File: src/rtl/ram_loader.sv
// ram_loader: initiator for a RAM16K-style port (combinational read,
// write on posedge). LOAD streams words into consecutive locations,
// DUMP streams consecutive words out through a one-entry output register.
module ram_loader #(
   parameter int ADDR_W = 14,
   parameter int DATA_W = 16
) (
   input  logic              clk,
   input  logic              reset_n,
   input  logic              cmd_valid,
   output logic              cmd_ready,
   input  logic              cmd_op,
   input  logic [ADDR_W-1:0] cmd_base,
   input  logic [ADDR_W:0]   cmd_len,
   input  logic              wr_valid,
   output logic              wr_ready,
   input  logic [DATA_W-1:0] wr_data,
   output logic              rd_valid,
   input  logic              rd_ready,
   output logic [DATA_W-1:0] rd_data,
   output logic [ADDR_W-1:0] mem_addr,
   output logic [DATA_W-1:0] mem_in,
   output logic              mem_load,
   input  logic [DATA_W-1:0] mem_out,
   output logic              busy,
   output logic              done
);

   localparam logic [1:0] ST_IDLE = 2'd0;
   localparam logic [1:0] ST_LOAD = 2'd1;
   localparam logic [1:0] ST_DUMP = 2'd2;
   localparam logic [1:0] ST_DONE = 2'd3;

   localparam logic [ADDR_W:0] CNT_ONE = {{ADDR_W{1'b0}}, 1'b1};

   logic [1:0]        state_reg;
   logic [ADDR_W-1:0] addr_reg;
   // Words still to be written (LOAD) or still to be fetched (DUMP).
   logic [ADDR_W:0]   cnt_reg;
   logic              rd_valid_reg;
   logic [DATA_W-1:0] rd_data_reg;

   logic cmd_fire;
   logic wr_fire;
   logic rd_fire;
   logic fetch;

   assign cmd_ready = (state_reg == ST_IDLE);
   assign busy      = (state_reg != ST_IDLE);
   assign done      = (state_reg == ST_DONE);
   assign wr_ready  = (state_reg == ST_LOAD);

   // The write is driven straight from the handshake so it lands on the
   // same edge that consumes the word; it falls with the async reset.
   assign mem_load  = wr_ready & wr_valid;
   assign mem_in    = wr_data;
   assign mem_addr  = addr_reg;

   assign rd_valid  = rd_valid_reg;
   assign rd_data   = rd_data_reg;

   assign cmd_fire  = cmd_valid & cmd_ready;
   assign wr_fire   = mem_load;
   assign rd_fire   = rd_valid_reg & rd_ready;
   // Refill the output register whenever it is empty or being drained.
   assign fetch     = (state_reg == ST_DUMP) & (~rd_valid_reg | rd_ready) &
                      (cnt_reg != '0);

   // Transfer sequencing: command capture, address walk, output register.
   always_ff @(posedge clk or negedge reset_n) begin
      if (!reset_n) begin
         state_reg    <= ST_IDLE;
         addr_reg     <= '0;
         cnt_reg      <= '0;
         rd_valid_reg <= 1'b0;
         rd_data_reg  <= '0;
      end else begin
         case (state_reg)
            ST_IDLE: begin
               if (cmd_fire) begin
                  addr_reg <= cmd_base;
                  cnt_reg  <= cmd_len;
                  if (cmd_len == '0) begin
                     state_reg <= ST_DONE;
                  end else if (cmd_op) begin
                     state_reg <= ST_DUMP;
                  end else begin
                     state_reg <= ST_LOAD;
                  end
               end
            end
            ST_LOAD: begin
               if (wr_fire) begin
                  addr_reg <= addr_reg + 1'b1;
                  cnt_reg  <= cnt_reg - 1'b1;
                  if (cnt_reg == CNT_ONE) begin
                     state_reg <= ST_DONE;
                  end
               end
            end
            ST_DUMP: begin
               if (fetch) begin
                  rd_data_reg  <= mem_out;
                  rd_valid_reg <= 1'b1;
                  addr_reg     <= addr_reg + 1'b1;
                  cnt_reg      <= cnt_reg - 1'b1;
               end else if (rd_fire) begin
                  // Nothing left to fetch: this was the final word.
                  rd_valid_reg <= 1'b0;
                  state_reg    <= ST_DONE;
               end
            end
            default: begin
               rd_valid_reg <= 1'b0;
               state_reg    <= ST_IDLE;
            end
         endcase
      end
   end

endmodule
File: config.mk
export PLATFORM = sky130hd
export DESIGN_NAME = ram_loader
export DESIGN_NICKNAME = d
export VERILOG_FILES = /design/src/rtl/ram_loader.sv
export SDC_FILE = /design/constraint.sdc
export NUM_CORES = 1
export LEC_CHECK = 0
export CAP_MARGIN = 20
export CORE_MARGIN = 10
export CORE_UTILIZATION = 52
export CTS_CLUSTER_SIZE = 8
export DETAILED_ROUTE_END_ITERATION = 6
export DONT_BUFFER_PORTS = 1
export GPL_TIMING_DRIVEN = 0
export MAX_ROUTING_LAYER = met4
export PLACE_DENSITY = 0.72
export SYNTH_ARGS = -nofsm -noshare
export SYNTH_HDL_FRONTEND = slang
export SYNTH_SLANG_ARGS = --single-unit
File: constraint.sdc
create_clock -name clk -period 3.55 [get_ports clk]
set_input_delay 0.71 -clock clk [delete_from_list [all_inputs] [get_ports clk]]
set_output_delay 0.71 -clock clk [all_outputs]
set_load 0.1 [all_outputs]
* After elaboration in Yosys (flattened, before gate mapping)
Index checks and enable logic that the tools add are counted.
Storage, ports and cells: input port bits 67, output and inout bits 52, memories 0, bits in read-only memories 0, latch bits 0, bits in writable memories 0, logic and storage cells 55, bits in registers 48
Operators by class: equality and inequality tests 11, shifts and indexed selects 0, divide/modulo/power cells 0, multiply operators 0, add/sub/neg operators 2, bitwise gates (word level) 8, multiplexer cells 19, $lt $le $gt $ge 0, reductions and logical operators 10
Operators with widths (count):
- 15-bit 2-to-1 mux | 3
- 15-bit case mux with 3 select lines | 1
- 14-bit 2-to-1 mux | 3
- 14-bit case mux with 3 select lines | 1
- 15-bit by 1-bit equality test with 1-bit output, second input constant | 1
- 15-bit logical NOT | 1
- 15-bit nonzero test | 1
- 15-bit by 1-bit subtractor with 15-bit output, second input constant | 1
- 14-bit by 1-bit adder with 14-bit output, second input constant | 1
- 2-bit 2-to-1 mux | 7
- 2-bit by 1-bit inequality test with 1-bit output, second input constant | 3
- 2-bit inequality test, second input constant | 3
- 2-bit case mux with 3 select lines | 1
- 1-bit bitwise AND | 5
- 5-bit AND reduction | 1
- 2-bit equality test, second input constant | 2
- 2-bit AND reduction | 2
- 4-bit AND reduction | 1
- 3-bit inequality test, second input constant | 1
- 3-bit nonzero test | 1
- 2-bit by 1-bit equality test with 1-bit output, second input constant | 1
- 2-bit logical NOT | 1
- 1-bit 2-to-1 mux | 2
- 1-bit inverter | 2
- 4 further kinds | 4

* Longest topological paths before layout
depth in word-level cells 6, depth in mapped cells 9, gate-level depth less buffers 7

* Least setup slack after synthesis
OpenSTA, ideal clock, no wires.
kind flip-flop to output port, start register state_reg[1], end output port mem_load, arrival time 2.188 ns, cell stages (with the launch flop) 4, buffers on the path 0, required time 2.840 ns, slack 0.652 ns, path through dfrtp_1 > inv_1 > ha_1 > and2_1
Between the ends: cells in the longest elaborated chain, start to end 2
RTL lines:
- start: declaration | line 36 | logic [1:0] state_reg;
- start signal: assignment | line 72 | state_reg <= ST_IDLE;
- start signal: assignment | line 84 | state_reg <= ST_DONE;
- start signal: assignment | line 86 | state_reg <= ST_DUMP;
- 2-bit by 1-bit equality test with 1-bit output | line 51 | assign wr_ready = (state_reg == ST_LOAD);
- via wr_ready | line 16 | output logic wr_ready,
- 1-bit bitwise AND | line 55 | assign mem_load = wr_ready & wr_valid;
- end: declaration | line 23 | output logic mem_load,
The timed path passes the listed nets, and every way through them passes these cells.

* Final worst setup path
Same ends and word-level chain as after synthesis.

==> results.tsv <==
stage	metric	value	unit
outcome	status	finished clean	
grt	initial antenna violation count	0	
sta	max-slew violation count	0	
worst_setup_path	worst path cell trace	inv_1 > ha_1 > and2_1	
route	vias per inst	6.49	
clocking	depth of the CTS H-tree	2	
grt	total global routing track utilization	18.2	%
synth	post-synthesis sequential area ratio	39.3	%
final_layout	share of cells above drive strength 1	20.2	%
sta	final setup fails	0	
worst_setup_path	Register-to-Register Path Depth	8	
worst_setup_path	R2R setup slack	0.40	ns
final_layout	fin area	3270	um^2
route	wire per inst	21.9	um
worst_setup_path	crit path capture	mem_load	
synth	Cells after Synth	313	
worst_setup_path	WP depth	3	
final_layout	diode count	0	
clocking	Clock Latency Late Sink	0.31	ns
synth	number of flops mapped to enable cells by yosys	0	
clocking	post-CTS setup buffers	0	
die	die height	96.7	um
worst_setup_path	critical path capture point type	output port	
worst_setup_path	CP Max Fanout	6	
synth	Mapped Area	3060	um^2
route	initial drt markers	187	
die	CORE AREA	5610	um^2
route	DR pass1 iterations	5	
worst_setup_path	critical path class	reg -> out	
worst_setup_path	CP Data Required Time	2.84	ns
clocking	Inserted Clock Buffers	5	
flow_run	number of max-cap violations	0	
sta	Tmin final	3.34	ns
grt	number of global-route vias before repair	2467	
synth	average size of a mapped cell	9.77	um^2
worst_setup_path	CP Buf/Inv Count	1	
synth	Async SR Flop Fraction	100	%
synth	Syn Nets	387	
sta	setup TNS	0	ns
worst_setup_path	Reg2Reg Capture Point	cnt_reg[8]	
placement	PortBufs	0	
sta	Fmax achieved	0.299	GHz
worst_setup_path	Largest delay share family, worst path	adder cells	
sta	RSZ-0062 raised after global routing	false	
worst_setup_path	slowest stage delay, CP	0.90	ns
sta	WHS	0.0808	ns
synth	Yosys cell types	55	
placement	dpl hpwl	6580	um
clocking	clk buf depth	2	
sta	Tcrit/Tclk final	94.1	%
clocking	clk slew on worst S/H paths	0.09	ns
synth	Synth Flop Type	dfrtp_1	
final_layout	max reg flops	16	
clocking	clk sinks	48	
clocking	# resized after CTS	0	
sta	Slew headroom	24.2	%
worst_setup_path	reg-to-reg startpoint	state_reg[0]	
grt	largest net degree at the start of global routing	49	
worst_setup_path	Worst EP arrival	2.63	ns
placement	GP Congestion	0.887	
worst_setup_path	Critical Path Start	state_reg[1]	
die	row cnt	27	
die	Die Wd	96.7	um
synth	Synth warnings	0	
die	total die area	9350	um^2
sta	Worst Skew	0.00575	ns
grt	GRT overflow	0	
clocking	CTS tree	built	
final_layout	Layout Nets	394	
die	# IOs	119	
clocking	Post-CTS Hold Fix Bufs	0	
hold_path	worst hold path class	in -> async	
clocking	CTS root buffer	clkbuf_8	
worst_setup_path	CP max stage cell	ha_1	
placement	placed inst area	3150	um^2
route	# DRC	0	
route	number of routed nets with antenna violations	0	
route	final WL	8600	um
sta	Fin. Hold Viols	0	
final_layout	Fill cells	521	
final_layout	Syn-to-layout area delta	6.92	%
die	starting density of the core	54.5	%
route	vias post-DR	2550	
synth	Yosys reg bits	48	
sta	Worst-Margin Slew	1.14	ns
worst_setup_path	crit start category	flip-flop	
grt	global-route wire length before repair	13800	um
-- worst min path at each step --
stage / depth (start not counted) / to / startpoint / slack, ns
CTS: 0 / cnt_reg[1] / reset_n / 0.07
finish: 0 / mem_addr[8] / reset_n / 0.08
global placement: 0 / mem_addr[8] / reset_n / 0.42
global route: 0 / mem_addr[7] / reset_n / 0.07
detailed placement: 0 / mem_addr[5] / reset_n / 0.42
floorplan: 0 / cnt_reg[0] / reset_n / 0.41
-- cells by family after synthesis --
family | count (synthesis) | synth area share, %
AOI/OAI and AO/OA | 69 | 17.8
xor gates and xnor gates | 3 | 0.860
adders and majority gates | 7 | 2.87
buffers and inverters | 42 | 8.06
DFF | 48 | 39.3
muxes | 22 | 7.94
and+or+nand+nor | 122 | 23.2
-- cell usage after synthesis, drive strengths merged, types with 3 or more instances --
master	number	area [um^2]
dfrtp	48	1200
buf	26	186
nor3	23	125
mux2	18	203
nand2	18	67.6
o21ai	15	78.8
nand3	14	70.1
a221o	13	130
and2	10	62.6
inv	10	37.5
nor2	10	42.5
a21oi	8	43.8
ha	7	87.6
nor4	7	43.8
a22o	6	52.6
clkbuf	6	22.5
and3	5	31.3
mux2i	4	40.0
nand4	4	25.0
nand4b	4	35.0
nor2b	4	25.0
o32ai	4	35.0
o41ai	4	35.0
or2	4	25.0
or3	4	25.0
nor3b	3	22.5
o311a	3	30.0
-- metal layers --
metal	track usage (%)	part of all wire (%)	vias to the layer above
li1	-	-	1176
met1	22.8	42	1234
met2	28.2	47	124
met3	4.97	8.9	16
met4	4.85	1.9	0
met5	-	0	-
-- layout by cell type, fill, tap and decap left out, drive strengths merged, types with 3 or more instances in the layout --
| cell type | n |
|---|---|
| a21oi | 8 |
| a221o | 13 |
| a22o | 6 |
| and2 | 10 |
| and3 | 5 |
| buf | 26 |
| clkbuf | 12 |
| dfrtp | 48 |
| ha | 7 |
| inv | 10 |
| mux2 | 18 |
| mux2i | 4 |
| nand2 | 18 |
| nand3 | 14 |
| nand4 | 4 |
| nand4b | 4 |
| nor2 | 10 |
| nor2b | 4 |
| nor3 | 23 |
| nor3b | 3 |
| nor4 | 7 |
| o21ai | 15 |
| o311a | 3 |
| o32ai | 4 |
| o41ai | 4 |
| or2 | 4 |
| or3 | 4 |
-- layout make-up --
cell class,count,area (um^2),area share (%)
tap,72,90.1,2.76
clock buffer,6,82.6,2.53
sequential,48,1200,36.8
clock inverter,2,38.8,1.19
multi-input combinational,223,1610,49.2
buffer,32,209,6.39
inverter,10,37.5,1.15
-- through the flow --
stage,cells,util (%),setup WS (ns)
floorplan,313,-,0.652
global placement,385,56.1,0.459
detailed placement,385,56.1,0.415
CTS,393,58.3,0.174
global route,393,58.3,0.135
finish,393,58.3,0.209
Power is not shown: default switching activity piles up to over one toggle a cycle in this logic, so the estimate is an artifact.
